==> src/rtl/npc_pkg.sv <==
// Shared definitions for the NPC core front end: fetch FSM encoding and reset/instruction constants.
// Latency: n/a (types and constants only).
// Backpressure: n/a.
package npc_pkg;

    // Fetch FSM states.
    //   FETCH_REQ  : request presented to instruction memory
    //   FETCH_WAIT : request accepted, waiting for the response
    //   FETCH_HOLD : instruction buffered and offered to the decoder
    //   FETCH_HALT : stopped; only reset leaves this state
    typedef enum logic [1:0] {
        FETCH_REQ  = 2'd0,
        FETCH_WAIT = 2'd1,
        FETCH_HOLD = 2'd2,
        FETCH_HALT = 2'd3
    } fetch_state_e;

    localparam int          XLEN_DEFAULT     = 32;
    localparam logic [31:0] RESET_PC_DEFAULT = 32'h8000_0000;

    // addi x0, x0, 0
    localparam logic [31:0] INST_NOP         = 32'h0000_0013;
    // ebreak: the decoder raises halt when it sees this word
    localparam logic [31:0] INST_EBREAK      = 32'h0010_0073;

    // Sequential fetch stride.
    localparam int          INST_BYTES       = 4;

endpackage

==> src/rtl/ifu_inst_buf.sv <==
// One-entry holding register for a fetched instruction and its address.
// Latency: load captured on the clock edge, visible the following cycle.
// Backpressure: none; the owner decides when to load or clear.
//
// Ports:
//   clk, rst            core clock, synchronous active-high reset (clears entry)
//   load                capture load_inst/load_pc this cycle
//   clear               drop the held contents (zeroes the entry)
//   load_inst, load_pc  word and its address to capture
//   inst, inst_pc       held word and address
module ifu_inst_buf #(
    parameter int XLEN = 32
) (
    input  logic            clk,
    input  logic            rst,
    input  logic            load,
    input  logic            clear,
    input  logic [XLEN-1:0] load_inst,
    input  logic [XLEN-1:0] load_pc,
    output logic [XLEN-1:0] inst,
    output logic [XLEN-1:0] inst_pc
);

    always_ff @(posedge clk) begin
        if (rst || clear) begin
            inst    <= '0;
            inst_pc <= '0;
        end else if (load) begin
            inst    <= load_inst;
            inst_pc <= load_pc;
        end
    end

endmodule

==> src/rtl/ifu_fetch.sv <==
// Instruction fetch unit: owns the PC, fetches one word at a time from imem and offers it to the decoder.
// Latency: request accepted at t, response at t+k gives inst_valid at t+k+1; next request the cycle after consume.
// Backpressure: a held instruction stays stable until inst_ready; no new request is issued until it is consumed.
//
// Ports:
//   clk, rst                       core clock, synchronous active-high reset
//   imem_req_valid/ready/addr      fetch request to instruction memory (addr word aligned)
//   imem_rsp_valid/data/err        response from instruction memory, err = access fault
//   inst_valid/ready, inst/inst_pc instruction offered to the decoder
//   redirect_valid/redirect_pc     EXU branch/jump target for the next fetch
//   halt                           decoder stop request (level)
//   halted                         fetch stopped, no further requests
//   fetch_err                      sticky access-fault flag
module ifu_fetch
    import npc_pkg::*;
#(
    parameter int              XLEN     = XLEN_DEFAULT,
    parameter logic [XLEN-1:0] RESET_PC = XLEN'(RESET_PC_DEFAULT)
) (
    input  logic            clk,
    input  logic            rst,

    output logic            imem_req_valid,
    input  logic            imem_req_ready,
    output logic [XLEN-1:0] imem_req_addr,
    input  logic            imem_rsp_valid,
    input  logic [XLEN-1:0] imem_rsp_data,
    input  logic            imem_rsp_err,

    output logic            inst_valid,
    input  logic            inst_ready,
    output logic [XLEN-1:0] inst,
    output logic [XLEN-1:0] inst_pc,

    input  logic            redirect_valid,
    input  logic [XLEN-1:0] redirect_pc,

    input  logic            halt,
    output logic            halted,
    output logic            fetch_err
);

    localparam logic [XLEN-1:0] ALIGN_MASK = ~XLEN'(3);
    localparam logic [XLEN-1:0] PC_STEP    = XLEN'(INST_BYTES);

    fetch_state_e    state, state_nxt;
    logic [XLEN-1:0] pc, pc_nxt;
    // kill: the outstanding request belongs to a squashed path; its response is discarded
    logic            kill, kill_nxt;
    // halt_pend: halt arrived with a request in flight; stop once its response drains
    logic            halt_pend, halt_pend_nxt;
    logic            fetch_err_nxt;

    logic            buf_load;
    logic            buf_clear;

    logic            req_fire;
    logic            consume;
    logic [XLEN-1:0] redirect_tgt;
    logic [XLEN-1:0] pc_seq;

    // Outputs are forced quiet while reset is held so nothing leaks out on the reset cycle itself.
    assign imem_req_valid = (state == FETCH_REQ)  && !rst;
    assign inst_valid     = (state == FETCH_HOLD) && !rst;
    assign halted         = (state == FETCH_HALT) && !rst;
    assign imem_req_addr  = pc & ALIGN_MASK;

    assign req_fire     = imem_req_valid && imem_req_ready;
    assign consume      = inst_valid && inst_ready;
    assign redirect_tgt = redirect_pc & ALIGN_MASK;
    assign pc_seq       = pc + PC_STEP;   // wraps modulo 2^XLEN

    always_ff @(posedge clk) begin
        if (rst) begin
            state     <= FETCH_REQ;
            pc        <= RESET_PC;
            kill      <= 1'b0;
            halt_pend <= 1'b0;
            fetch_err <= 1'b0;
        end else begin
            state     <= state_nxt;
            pc        <= pc_nxt;
            kill      <= kill_nxt;
            halt_pend <= halt_pend_nxt;
            fetch_err <= fetch_err_nxt;
        end
    end

    always_comb begin
        state_nxt     = state;
        pc_nxt        = pc;
        kill_nxt      = kill;
        halt_pend_nxt = halt_pend;
        fetch_err_nxt = fetch_err;
        buf_load      = 1'b0;
        buf_clear     = 1'b0;

        unique case (state)
            FETCH_REQ: begin
                if (halt) begin
                    // A request accepted this cycle must still see its response before stopping.
                    if (req_fire) begin
                        halt_pend_nxt = 1'b1;
                        state_nxt     = FETCH_WAIT;
                    end else begin
                        state_nxt = FETCH_HALT;
                    end
                end else begin
                    if (redirect_valid) begin
                        pc_nxt = redirect_tgt;
                        // Request went out with the old PC; its response is stale.
                        if (req_fire) begin
                            kill_nxt = 1'b1;
                        end
                    end
                    if (req_fire) begin
                        state_nxt = FETCH_WAIT;
                    end
                end
            end

            FETCH_WAIT: begin
                if (imem_rsp_valid) begin
                    if (halt || halt_pend) begin
                        // Drain and stop; a fault on a live response is still recorded.
                        if (!kill && imem_rsp_err) begin
                            fetch_err_nxt = 1'b1;
                        end
                        state_nxt = FETCH_HALT;
                    end else if (kill) begin
                        kill_nxt  = 1'b0;
                        if (redirect_valid) begin
                            pc_nxt = redirect_tgt;
                        end
                        state_nxt = FETCH_REQ;
                    end else if (redirect_valid) begin
                        // Response arrives together with a redirect: it is on the wrong path.
                        pc_nxt    = redirect_tgt;
                        state_nxt = FETCH_REQ;
                    end else if (imem_rsp_err) begin
                        fetch_err_nxt = 1'b1;
                        state_nxt     = FETCH_HALT;
                    end else begin
                        buf_load  = 1'b1;
                        state_nxt = FETCH_HOLD;
                    end
                end else begin
                    if (halt) begin
                        halt_pend_nxt = 1'b1;
                    end else if (redirect_valid) begin
                        pc_nxt   = redirect_tgt;
                        kill_nxt = 1'b1;
                    end
                end
            end

            FETCH_HOLD: begin
                if (halt) begin
                    buf_clear = 1'b1;
                    state_nxt = FETCH_HALT;
                end else if (consume) begin
                    pc_nxt    = redirect_valid ? redirect_tgt : pc_seq;
                    state_nxt = FETCH_REQ;
                end else if (redirect_valid) begin
                    // Held instruction is on the wrong path; drop it and refetch.
                    buf_clear = 1'b1;
                    pc_nxt    = redirect_tgt;
                    state_nxt = FETCH_REQ;
                end
            end

            FETCH_HALT: begin
                state_nxt = FETCH_HALT;
            end

            default: begin
                state_nxt = FETCH_REQ;
            end
        endcase
    end

    ifu_inst_buf #(
        .XLEN (XLEN)
    ) u_inst_buf (
        .clk       (clk),
        .rst       (rst),
        .load      (buf_load),
        .clear     (buf_clear),
        .load_inst (imem_rsp_data),
        .load_pc   (imem_req_addr),
        .inst      (inst),
        .inst_pc   (inst_pc)
    );

endmodule

==> config.mk <==
export PLATFORM = sky130hd
export DESIGN_NAME = ifu_fetch
export DESIGN_NICKNAME = d
export VERILOG_FILES = /design/src/rtl/npc_pkg.sv /design/src/rtl/ifu_inst_buf.sv /design/src/rtl/ifu_fetch.sv
export SDC_FILE = /design/constraint.sdc
export NUM_CORES = 1
export LEC_CHECK = 0
export BUFFER_PORTS_ARGS = -buffer_cell sky130_fd_sc_hd__buf_4
export CAP_MARGIN = 5
export CORE_MARGIN = 10
export CORE_UTILIZATION = 51
export DETAILED_ROUTE_END_ITERATION = 12
export PLACE_DENSITY = 0.89
export REMOVE_ABC_BUFFERS = 1
export SETUP_SLACK_MARGIN = 0.4
export SLEW_MARGIN = 20
export SYNTH_ARGS = -nofsm -noshare
export SYNTH_HDL_FRONTEND = slang
export SYNTH_SLANG_ARGS = --single-unit
==> constraint.sdc <==
create_clock -name clk -period 2.8 [get_ports clk]
set_input_delay 0.28 -clock clk [delete_from_list [all_inputs] [get_ports clk]]
set_output_delay 0.28 -clock clk [all_outputs]
set_load 0.02 [all_outputs]
After elaboration in Yosys (flattened, before gate mapping)
Cells that the tools add are included.
{"block": "totals", "ff_bits": 99, "latch_bits": 0, "ramBits": 0, "rom_bits": 0, "inputBits": 72, "word_cells": 93, "n_memories": 0}
{"block": "op_classes", "n_addsub": 1, "n_mul": 0, "n_div": 0, "magnitude_cmp": 0, "n_eq_ne": 19, "shift": 0, "muxes": 47, "bitwise_logic": 0, "reduce_logical": 19}
{"operator": "2-to-1 mux 32 bit", "n": 7}
{"operator": "one-hot mux 32 bit (3 select lines)", "n": 1}
{"operator": "adder 32 x 3 -> 32 bit, second input constant", "n": 1}
{"operator": "2-to-1 mux 1 bit", "n": 26}
{"operator": "2-to-1 mux 2 bit", "n": 10}
{"operator": "inequality test 2 bit, second input constant", "n": 8}
{"operator": "inequality test 3 bit, second input constant", "n": 4}
{"operator": "one-hot mux 2 bit (4 select lines)", "n": 1}
{"operator": "AND reduction 7 bit", "n": 1}
{"operator": "logical AND 1 bit", "n": 6}
{"operator": "inequality test 2 x 1 -> 1 bit, second input constant", "n": 3}
{"operator": "AND reduction 3 bit", "n": 2}
{"operator": "AND reduction 6 bit", "n": 1}
{"operator": "AND reduction 5 bit", "n": 1}
{"operator": "== test 2 bit, second input constant", "n": 2}
{"operator": "inequality test 4 bit, second input constant", "n": 1}
{"operator": "one-hot mux 1 bit (2 select lines)", "n": 2}
{"operator": "nonzero test 2 bit", "n": 2}
{"operator": "nonzero test 3 bit", "n": 1}
{"operator": "== test 2 x 1 -> 1 bit, second input constant", "n": 1}
{"operator": "zero test 1 bit", "n": 2}
{"operator": "zero test 2 bit", "n": 1}
{"operator": "logical OR 1 bit", "n": 2}

Logic depth before layout (Yosys ltp)
{"block": "depth", "word_depth": 7, "mapped_depth": 9}

By module
A second synthesis with hierarchy kept.
{"block": "hier_totals", "hier_cells": 637, "hier_area_um2": 5336.4}
{"module": "ifu_fetch", "n_inst": 1, "cells_per_inst": 430, "area_per_inst_um2": 2987.9, "seq_area_each_um2": 700.7}
{"module": "ifu_inst_buf", "n_inst": 1, "cells_per_inst": 207, "area_per_inst_um2": 2348.5, "seq_area_each_um2": 1281.2}

Least setup slack after synthesis
No wires, ideal clock.
{"block": "synth_path", "kind": "register to register", "start": "register pc[2]", "end": "register pc[20]", "setup_time_ns": 0.091, "arrival_time_ns": 2.161, "required_ns": 2.709, "slack_ns": 0.548, "path_stages_with_launch": 6, "n_path_buf": 0, "period_less_slack_ns": 2.252, "path_cell_list": "dfxtp_1 -> ha_1 -> nand3_2 -> or4_4 -> or4_1 -> a311oi_1"}
{"block": "synth_via", "elab_chain_len": 5}
{"element": "start, declared", "line": "ifu_fetch.sv:47", "source": "logic [XLEN-1:0] pc, pc_nxt;"}
{"element": "start signal, assigned", "line": "ifu_fetch.sv:82", "source": "pc <= pc_nxt;"}
{"element": "adder 32 x 3 -> 32 bit", "line": "ifu_fetch.sv:71", "source": "assign pc_seq = pc + PC_STEP;"}
{"element": "2-to-1 mux 32 bit", "line": "ifu_fetch.sv:162", "source": "pc_nxt = redirect_valid ? redirect_tgt : pc_seq;"}
{"element": "2-to-1 mux 32 bit", "line": "ifu_fetch.sv:161", "source": "end else if (consume) begin"}
{"element": "2-to-1 mux 32 bit", "line": "ifu_fetch.sv:158", "source": "if (halt) begin"}
{"element": "one-hot mux 32 bit (3 select lines)", "line": "ifu_fetch.sv:98", "source": "unique case (state)"}
Every way passes these cells. The select of a mux whose other input is x is not followed.
A chain may end at the register's enable or synchronous reset.

Worst setup path in the final report
Same ends and word-level chain as after synthesis.

==> results.cfg <==
[global_routing]
antenna_found_initial = 0
grt_max_degree = 63
grt_use_total = 0.233
first_global_vias = 5603
grt_pass1_wl_um = 28500
overflow = 0

[place]
place_congestion = 0.966
dp_slack_ps = 343
placed_cells = 982
port_buffers = 165
dpl.hpwl_um = 13200

[logic_synthesis]
seq_area_frac_synth = 0.369
yosysTopAreaCell = dfxtp_1
synth.avg_cell_area_sq_um = 7.39
synthTopCellsByArea = dfxtp_1, nand2_1, a21oi_1, clkbuf_1, o21ai_0
syn_area_sq_mm = 0.00526
synth_edf_count = 0
async_reset_ff_frac = 0
synth_top_cell_area_share = 0.369
yosys_warnings = 0
yosysMostFrequentCell = nand2_1
synth_commonest_cells = nand2_1, dfxtp_1, a21oi_1
ys_types = 65
synthCells = 712
ys_seq_elements = 97
synth_top_flop_cell = dfxtp_1

[power]
max-vdd-ir-drop_mv = 0.775
p_per_area_mw_per_mm2 = 763
p_int_uw = 2870
power_frac_seq = 0.349
switchingPower_uw = 2420
clockPowerShare = 0.176
p_total_uw = 5290
p_comb_frac = 0.475
sw_frac_of_total = 0.458
p_leak_uw = 0.00266

[sta]
whs_ps = 133
fin_skew_ps = 11.2
setup_ws_ps = 492
tightest_slew_ps = 630
slew_violations = 0
max_clock_freq_mhz = 433
min_period_ps = 2310
finalHoldViolations = 0
timing.slew.headroom = 0.580
setup_viol = 0
period_share = 0.824
rsz0062_at_grt = yes

[routing]
dr_total_vias = 6102
totalWireLength_um = 18700
postRouteAntennaNets = 0
highest_layer = met4
wl_met2_um = 8590
drc = 0
firstDrtPassIters = 5
wl_met3_um = 2240
drtIter0Drc = 899
wl_met1_um = 7400
wire_per_inst_um = 18.7
via_per_inst = 6.11

[clock_network]
cts_buffers = 9
cts_tree = yes
clk_latency_ps = 380
clk_path_buf_depth = 2
clock-root-buffer = clkbuf_8
clock_sinks = 97
path_clk_slew_ps = 110
cts_htree_levels = 3

[layout]
layout.nets = 937
drive_above_1_share = 0.272
area_growth_pct = 31.6
fin_cells = 999
fill_cells = 873
final_util = 0.680
diodes = 0
final-seq-area_sq_mm = 0.00194
multi_input_area_sq_mm = 0.00306

[floorplan]
initial_utilization = 0.516
die_x_um = 122
die-area_sq_mm = 0.0148
rows = 37
design.core.area_sq_mm = 0.0102
pin_count = 172
die_y_um = 122

[worst_setup_path]
path_class = register to register
startpoint_type = register
crit_fanout = 7
worstPathRequired_ps = 3090
worstPathArrival_ps = 2600
critPathCaptureType = register

[job]
drv_cap = 0

[run_status]
outcome = completed

[hold_path]
hp-class = input pin to register
## what timing repair did
item                                   CTS  global route
endpoints found under the hold margin    0             0
gates resized for setup                  4             9
cloned                                   0             0
setup buffers                            0             1
hold buffers                             0             0
setup endpoints to repair               65            78
pin swaps                                0             1
## layer usage
metal  vias to the layer above  global-route usage
li1                       2858                   -
met1                      2789               0.286
met2                       411               0.380
met3                        44              0.0689
met4                         0              0.0812
met5                         -                   0
## state kept, by name, summed over array words and instances, names as in the netlist
signal and count:
halt_pend 1, kill 1, u_inst_buf.inst 32, state 2
pc 30, fetch_err 1, u_inst_buf.inst_pc 30
## critical path: stages (launching register included)
cell	delay [ps]
dfxtp_2	420
ha_1	240
nand3_2	200
or4_4	570
or4_1	510
a311oi_1	280
## logic make-up after synthesis
group                      count (synthesis)  share of synthesized area
AOI/OAI and AO/OA                        234                      0.282
xor gates and xnor gates                   1                    0.00167
adders and majority gates                  7                     0.0167
buffers and inverters                     79                     0.0611
DFF                                       97                      0.369
muxes                                      5                    0.00976
other                                      1                   0.000713
and+or+nand+nor                          288                      0.259
## power groups by stage
stage / sequential (uW) / clock, uW / combinational [uW]
floorplan: 1940 / 0 / 1230
global placement: 1860 / 0 / 2360
detailed placement: 1860 / 0 / 2400
CTS: 1830 / 945 / 2430
global route: 1870 / 988 / 2690
finish: 1840 / 930 / 2510
## cell usage in the layout, fill, tap and decap left out, types with 5 or more instances in the layout
cell type,instances
nor3_1,12
nand4_1,9
dfxtp_1,95
a21oi_1,91
o21ai_0,31
nor2_1,27
a221oi_1,8
o2111ai_1,8
nand3_1,19
nand2_1,162
inv_1,17
a211oi_1,8
buf_4,189
a22oi_1,13
a31oi_1,12
nand2b_1,8
clkbuf_8,9
nor4_1,5
nor2b_1,8
and3_1,7
o22ai_1,9
ha_1,5
a311oi_1,5
## through the flow
stage	area, sq um	TNS (ps)
floorplan	5020	-102760
global placement	6690	0
detailed placement	6690	0
CTS	6890	0
global route	6920	0
finish	6920	0
## area by class of cell
class | count | area share
repair buffers | 193 | 0.215
clock inverters | 7 | 0.0103
flip-flops and latches | 97 | 0.281
inverters | 18 | 0.00976
clock buffers | 9 | 0.0179
multi-input cells | 539 | 0.441
well taps | 136 | 0.0246
## final timing paths
kind / from / to / slack [ps] / cells past startpoint
worst min-delay path: imem_rsp_data[22] / u_inst_buf.inst[22] / 130 / 3
worst max register to register: pc[2] / pc[20] / 490 / 5
worst max-delay path: pc[2] / pc[20] / 490 / 5
worst min register to register: halt_pend / halt_pend / 450 / 2
Power figures use the tool's default switching activity.
